`src/rtl/sram_ctrl.sv`:
```
// sram_ctrl: splits each 32-bit MEM-stage load/store into two half-word
// cycles on a 16-bit asynchronous SRAM, followed by a programmable settle
// wait. While an access is in flight, ready is held low to freeze the pipeline.
module sram_ctrl #(
    parameter int WAIT_CYCLES = 2,    // idle cycles after the two half-words, 0..15
    parameter int BASE_ADDR   = 1024  // byte address of SRAM word 0
) (
    input  logic        clk,
    input  logic        rst,
    input  logic        rd_en,
    input  logic        wr_en,
    input  logic [31:0] address,
    input  logic [31:0] write_data,
    output logic [31:0] read_data,
    output logic        ready,
    output logic [17:0] sram_addr,
    output logic [15:0] sram_dq_out,
    input  logic [15:0] sram_dq_in,
    output logic        sram_dq_oe,
    output logic        sram_ce_n,
    output logic        sram_oe_n,
    output logic        sram_we_n,
    output logic        sram_ub_n,
    output logic        sram_lb_n
);

    typedef enum logic [2:0] {IDLE, LO, HI, WAIT, DONE} state_t;

    // Last value of the wait counter before leaving WAIT.
    localparam logic [3:0] WAIT_LAST = (WAIT_CYCLES == 0) ? 4'd0 : 4'(WAIT_CYCLES - 1);

    state_t      state, state_nxt;
    logic        is_wr;
    logic [16:0] word;
    logic [31:0] wdata;
    logic [3:0]  cnt;
    logic        req;
    logic [16:0] word_in;

    assign req     = rd_en | wr_en;
    // Addresses below BASE_ADDR wrap; byte-offset bits [1:0] drop out.
    assign word_in = 17'((address - 32'(BASE_ADDR)) >> 2);

    // State register.
    always_ff @(posedge clk or posedge rst) begin
        if (rst) state <= IDLE;
        else     state <= state_nxt;
    end

    // Latch the access when it leaves IDLE; later input changes are ignored.
    always_ff @(posedge clk or posedge rst) begin
        if (rst) begin
            is_wr <= 1'b0;
            word  <= '0;
            wdata <= '0;
        end else if (state == IDLE && req) begin
            is_wr <= wr_en;
            word  <= word_in;
            wdata <= write_data;
        end
    end

    // Settle counter: runs only in WAIT, cleared otherwise.
    always_ff @(posedge clk or posedge rst) begin
        if (rst)                cnt <= '0;
        else if (state == WAIT) cnt <= cnt + 4'd1;
        else                    cnt <= '0;
    end

    // Assemble load data; held through writes and idle cycles.
    always_ff @(posedge clk or posedge rst) begin
        if (rst) begin
            read_data <= '0;
        end else if (!is_wr) begin
            if (state == LO) read_data[15:0]  <= sram_dq_in;
            if (state == HI) read_data[31:16] <= sram_dq_in;
        end
    end

    // Next state and SRAM strobes/bus decoded from the current state.
    always_comb begin
        state_nxt   = state;
        ready       = 1'b0;
        sram_addr   = '0;
        sram_dq_out = '0;
        sram_dq_oe  = 1'b0;
        sram_ce_n   = 1'b1;
        sram_oe_n   = 1'b1;
        sram_we_n   = 1'b1;
        sram_ub_n   = 1'b1;
        sram_lb_n   = 1'b1;
        case (state)
            IDLE: begin
                ready = ~req;
                if (req) state_nxt = LO;
            end
            LO, HI: begin
                sram_addr   = {word, (state == HI)};
                sram_dq_out = (state == HI) ? wdata[31:16] : wdata[15:0];
                sram_dq_oe  = is_wr;
                sram_ce_n   = 1'b0;
                sram_ub_n   = 1'b0;
                sram_lb_n   = 1'b0;
                sram_oe_n   = is_wr;
                sram_we_n   = ~is_wr;
                if (state == LO)          state_nxt = HI;
                else if (WAIT_CYCLES > 0) state_nxt = WAIT;
                else                      state_nxt = DONE;
            end
            WAIT: begin
                if (cnt == WAIT_LAST) state_nxt = DONE;
            end
            DONE: begin
                ready     = 1'b1;
                state_nxt = IDLE;
            end
            default: state_nxt = IDLE;
        endcase
    end

endmodule

```
`config.mk`:
```
export PLATFORM = sky130hd
export DESIGN_NAME = sram_ctrl
export DESIGN_NICKNAME = d
export VERILOG_FILES = /design/src/rtl/sram_ctrl.sv
export SDC_FILE = /design/constraint.sdc
export NUM_CORES = 1
export LEC_CHECK = 0
export ABC_AREA = 0
export CORE_MARGIN = 3
export CORE_UTILIZATION = 44
export CTS_CLUSTER_DIAMETER = 60
export DETAILED_ROUTE_END_ITERATION = 8
export GPL_TIMING_DRIVEN = 0
export PLACE_DENSITY = 0.8
export REMOVE_ABC_BUFFERS = 1
export SYNTH_ARGS = -nofsm -noshare
export SYNTH_HDL_FRONTEND = slang
export SYNTH_SLANG_ARGS = --single-unit
export TNS_END_PERCENT = 1
```
`constraint.sdc`:
```
create_clock -name clk -period 3.2 [get_ports clk]
set_input_delay 0.48 -clock clk [delete_from_list [all_inputs] [get_ports clk]]
set_output_delay 0.48 -clock clk [all_outputs]
set_load 0.01 [all_outputs]
```
==> metrics.cfg, run 1 <==
[run_status]
run_status=complete, no violations

[sta]
fin_crit_sh_pct=93.4
rsz0062_at_grt=no
drv_slew=0
finalSetupTns_ps=0
period_needed_ps=2990
max_slew_margin_pct=26.2
tightestPinTransition_ps=1100
skew_ps=12.1
hold_violations=0
setup_viol=0
max_freq_ghz=0.334

[floorplanning]
core-area_mm2=0.00893
chipWidth_um=103
io_pins=157
dieArea_mm2=0.0106
rows=34
die_height_um=103
start_util_pct=46.4

[synthesis]
synth_edf_count=0
syn_inst=317
synth_top_area_share_pct=53.7
syn-cell-area_mm2=0.00415
synth.yosys.seq_area_share_pct=53.7
yosys-top-cells-area=dfrtp_1, mux2_4, mux2_2
synthArstFlopShare_pct=100
ys_types=34
syn_area_per_cell_um2=13.1
yosysTopAreaCell=dfrtp_1
yosys_warnings=0
ys_ff_latch=89
synth_ff_type=dfrtp_1

[clocking]
cts_sinks=89
cts-root-buf=clkbuf_8
clkTransAtPathRegs_ps=90
ctsHoldBuffers=0
cts_buffers=9
cts_max_level=3
cts_tree=done
clock_path_buffers=2
clk_latency_ps=350

[grt]
grt_antenna_before_repair=0
grt_start_max_net_pins=60
gr-total-overflow=0
grt_pass1_wl_mm=14.5
grt_pass1_vias=3014
track_usage_pct=17.5

[routing]
met2WireLength_mm=4.30
top_layer_used=met4
firstDrtPassIters=4
drc=0
drt-met1-wl_mm=3.76
met3_length_um=872
vias=2874
ant_nets=0
wl_per_cell_um=15.8
via_per_inst=5.05
drtIter0Drc=91
drt-total-wl_mm=9.01

[placement]
place.gp.congestion=0.747
dp_hpwl_mm=6.35
place_area_mm2=0.00553
port_buffers=141

[cells_and_area]
final_area_mm2=0.00581
fin_nets=543
syn_to_final_growth_pct=40.1
diodes=0
fill_cells=686
drive_gt1_share_pct=20.6

[worst_hold_path]
holdCritStartpoint=word[14]$_DFFE_PP0P_
min_path_type=reg -> reg

[critical_path]
worstPathRequired_ps=2720
crit_type=reg -> out
crit_fanout=14
startpoint=state[2]$_DFFE_PP0P_
rr_startpoint=state[2]$_DFFE_PP0P_
cp-end-kind=primary output
cp.arrival_ps=2510
start_kind=flop

[pwr]
ir_drop_mv=0.484
p_leak_nw=2.57
p_per_area_mw_per_mm2=1070

[run]
maxCapViolCount=0

-- Yosys cell counts, types with 2 or more instances --
| cell | instances |
|---|---|
| dfrtp_1 | 89 |
| mux2_4 | 41 |
| nand2_1 | 36 |
| mux2_2 | 23 |
| nor2_1 | 19 |
| and2_1 | 18 |
| a21oi_1 | 12 |
| mux2_1 | 9 |
| o21ai_1 | 8 |
| inv_1 | 6 |
| buf_6 | 5 |
| xnor2_1 | 5 |
| a22oi_1 | 4 |
| buf_12 | 4 |
| buf_2 | 4 |
| nor3_1 | 4 |
| xor2_1 | 4 |
| buf_4 | 3 |
| clkbuf_1 | 3 |
| ha_1 | 3 |
| and2b_1 | 2 |
| nand3_1 | 2 |
| o21ai_0 | 2 |
-- per-layer routing --
metal	vias to the layer above	GRT usage (%)
met1	1416	21.4
met2	108	29.5
li1	1342	-
met4	0	5.18
met3	8	5.82
met5	-	0
-- cell usage in the layout, fill, tap and decap left out, drive strengths merged, types with 2 or more instances in the layout --
master / netlist / routed
a21oi: 12 / 12
nand3: 2 / 2
xor2: 4 / 4
nand2: 36 / 36
nor2: 20 / 21
clkdlybuf4s50: 0 / 141
xnor2: 5 / 5
nor3: 4 / 4
and2b: 2 / 2
clkinvlp: 0 / 3
o21ai: 10 / 10
and2: 18 / 18
inv: 7 / 7
buf: 16 / 5
dfrtp: 89 / 89
mux2: 73 / 73
clkbuf: 3 / 10
a22oi: 4 / 4
ha: 3 / 3
bufinv: 0 / 2
-- worst paths after layout --
check                                            endpoint  cells after the start  slack (ps)
min in group asynchronous       read_data[10]$_DFFE_PP0P_                      2         530
worst min-delay path                 word[14]$_DFFE_PP0P_                      2         490
worst max-delay path                       sram_dq_out[1]                      5         210
max in group asynchronous            wdata[8]$_DFFE_PP0P_                      3        2050
worst min register to register       word[14]$_DFFE_PP0P_                      2         490
worst max register to register   read_data[2]$_DFFE_PP0P_                      2        1120
-- logic make-up after synthesis --
kind of cell / count (synthesis) / share of synthesized area, %
buf+inv: 26 / 5.22
simple gates: 90 / 11.2
fa+ha+maj: 3 / 0.906
mux: 73 / 23.5
compound gates: 27 / 3.53
xor+xnor: 9 / 1.90
flops: 89 / 53.7
-- critical path: stages (launching register included) --
cell,delay (ps)
dfrtp_2,530
or3_4,540
clkinvlp_4,250
nand2_1,80
a21oi_1,170
clkdlybuf4s50_1,590
-- where the power goes --
| part | leakage (nW) | internal, mW | total, mW | switching [mW] |
|---|---|---|---|---|
| logic | 1.40 | 2.00 | 3.31 | 1.31 |
| clock network | 0.107 | 0.445 | 0.841 | 0.397 |
| registers | 1.06 | 1.69 | 2.05 | 0.354 |
-- layout make-up --
| cell class | instances | area, um^2 | share of cell area [%] |
|---|---|---|---|
| well taps | 108 | 135 | 2.33 |
| multi-input cells | 203 | 1720 | 29.6 |
| repair buffers | 146 | 1470 | 25.3 |
| clock buffers | 10 | 128 | 2.20 |
| flip-flops and latches | 89 | 2230 | 38.4 |
| inverters | 7 | 36.3 | 0.625 |
| clock inverters | 6 | 90.1 | 1.55 |
-- state kept, by name (all words and copies together), names as in the netlist --
signal / flops
is_wr: 1
state: 3
wdata: 32
read_data: 32
cnt: 4
word: 17
-- per-stage QoR --
stage | power (mW) | worst slack, ps | utilization, % | hold WS, ps | instances
2_1_floorplan | 3.75 | 413 | - | 442 | 298
3_3_place_gp | 5.20 | -906 | 61.6 | 459 | 547
3_5_place_dp | 5.29 | -594 | 61.9 | 472 | 548
4_1_cts | 6.26 | 10.9 | 64.9 | 492 | 568
5_1_grt | 6.63 | 64.4 | 65.0 | 507 | 569
6_report | 6.19 | 210 | 65.0 | 490 | 569
-- timing repair --
action	in CTS	in global routing
gates cloned	1	0
pin swaps	1	1
buffers inserted	3	1
gates resized for setup	6	1
endpoints found under the setup margin	35	13
No activity file was read; power rests on OpenSTA's default activity.
==> run 2, diff against run 1 <==
- CORE_UTILIZATION: 44 -> 46
- CTS_BUF_LIST: unset -> sky130_fd_sc_hd__clkbuf_8
- PLACE_DENSITY: 0.8 -> 0.83
==> metrics.cfg, run 2 (synthesis gave the netlist of run 1 again) <==
[clocking]
clkTransAtPathRegs_ps=90  ; about the same
cts_max_level=3  ; unchanged
cts_tree=done
clock_path_buffers=2  ; unchanged
cts_sinks=89  ; unchanged
cts_buffers=9  ; unchanged
clk_latency_ps=350  ; about the same
cts-root-buf=clkbuf_8

[routing]
via_per_inst=5.04  ; -0.24%
drt-total-wl_mm=9.29  ; +3.2%
ant_nets=0  ; unchanged
vias=2872  ; -0.070%
firstDrtPassIters=4  ; unchanged
drtIter0Drc=67  ; -26%
wl_per_cell_um=16.3  ; +3.0%
drc=0  ; unchanged

[placement]
place.gp.congestion=0.758  ; +1.5%
port_buffers=141  ; unchanged
dp_cells=548  ; unchanged
dp_hpwl_mm=6.58  ; +3.6%

[critical_path]
cp-end-kind=primary output
crit_slowest_cell=clkdlybuf4s50_1
crit_chain=and2b_1 > nor2_1 > nor2_4 > clkinvlp_4 > buf_4 > a21oi_1 > clkdlybuf4s50_1
crit_buf_inv=3  ; +1
worstPathRequired_ps=2720  ; about the same
cp.arrival_ps=2520  ; about the same
crit_type=reg -> out
crit_fanout=11  ; -3
cpPeakStageDelay_ps=580  ; about the same
start_kind=flop
path_delay_family=buffers and inverters

[sta]
holdWs_ps=485  ; -4.45 ps
skew_ps=8.68  ; -3.38 ps
fin_crit_sh_pct=93.8  ; +0.35 points
drv_slew=0  ; unchanged
max_freq_ghz=0.333  ; -0.38%
tightestPinTransition_ps=1140  ; +42.4 ps
max_slew_margin_pct=23.4  ; -2.8 points
rsz0062_at_grt=no
period_needed_ps=3000  ; +11.3 ps
setup_viol=0  ; unchanged
hold_violations=0  ; unchanged

[worst_hold_path]
min_path_type=reg -> reg

[cells_and_area]
final_common_cell=clkdlybuf4s50_1
final_cell_mix=clkdlybuf4s50_1, dfrtp_1, mux2_4
diodes=0  ; unchanged
fill_cells=631  ; -8.0%
fin_nets=545  ; +0.37%
fin_util_pct=67.0  ; +2.0 points
syn_to_final_growth_pct=41.1
stdcell_count=570  ; +0.18%
reg_top3=read_data x32, wdata x32, word x17
drive_gt1_share_pct=21.2  ; +0.60 points

[grt]
grt_antenna_before_repair=0  ; unchanged
grt_start_max_net_pins=60  ; unchanged
grt_pass1_wl_mm=15.2  ; +4.3%
gr-total-overflow=0  ; unchanged
grt_pass1_vias=3020  ; +0.20%
track_usage_pct=19.0  ; +1.5 points

[pwr]
ir_drop_mv=0.520  ; +7.4%
p_per_area_mw_per_mm2=1080  ; +1.5%
power_mw=6.33  ; +2.2%
p_leak_nw=2.59  ; +0.92%

[run]
maxCapViolCount=0  ; unchanged

[floorplanning]
dieArea_mm2=0.0102  ; -4.1%
io_pins=157  ; unchanged
die_height_um=101  ; -2.1%
core-area_mm2=0.00872  ; -2.4%
chipWidth_um=101  ; -2.1%
start_util_pct=47.5  ; +1.1 points
rows=34  ; unchanged

[run_status]
run_status=complete, no violations

run 2: layout make-up:
| class | count | area, um^2 | area share [%] |
|---|---|---|---|
| sequential | 89 | 2230 | 38.1 |
| multi-input combinational | 203 | 1720 | 29.4 |
| timing repair buffer | 148 | 1480 | 25.4 |
| clock buffer | 10 | 138 | 2.35 |
| tap | 108 | 135 | 2.31 |
| clock inverter | 5 | 104 | 1.78 |
| inverter | 7 | 36.3 | 0.621 |
run 2: worst paths after layout:
check / from / to / slack (ps) / depth (start not counted)
hold reg to reg: word[12]$_DFFE_PP0P_ / word[12]$_DFFE_PP0P_ / 490 / 2
hold / removal: word[12]$_DFFE_PP0P_ / word[12]$_DFFE_PP0P_ / 490 / 2
min in group asynchronous: rst / read_data[26]$_DFFE_PP0P_ / 520 / 2
setup reg to reg: state[2]$_DFFE_PP0P_ / read_data[6]$_DFFE_PP0P_ / 1110 / 2
setup / recovery: state[1]$_DFFE_PP0P_ / sram_dq_out[1] / 200 / 7
max in group asynchronous: rst / state[2]$_DFFE_PP0P_ / 2030 / 3
run 2: worst min-delay path, cell delays in order (launching register included):
cell and delay (ps):
dfrtp_1 340, nand2_1 50, o21ai_1 60
run 2: repair_timing:
item                                    in CTS  in global routing
resized for setup                            6                  2
gates cloned                                 1                  0
setup buffers                                4                  2
endpoints found under the setup margin      35                 16
pin swaps                                    1                  2
hold buffers                                 0                  0
run 2: power by group:
group	switching [mW]	leakage [nW]	internal, mW	total (mW)
sequential	0.354	1.06	1.69	2.05
combinational	1.34	1.41	2.02	3.36
clock	0.389	0.122	0.536	0.926
run 2: stage by stage:
stage                     setup TNS, ps  instance area, um^2  setup WS [ps]
after floorplan                       0                 3960            413
after global placement           -84000                 5500           -882
after detailed placement          -6840                 5530           -547
after CTS                             0                 5830          0.325
after global routing                  0                 5850           17.0
final                                 0                 5850            199
run 2: routing by layer:
metal  up-vias  part of all wire [%]  global-route usage [%]
met2       110                    47                    30.1
met5         -                     0                       0
li1       1346                     -                       -
met3        10                   8.0                    5.40
met4         0                   1.1                    6.13
met1      1406                    44                    25.1
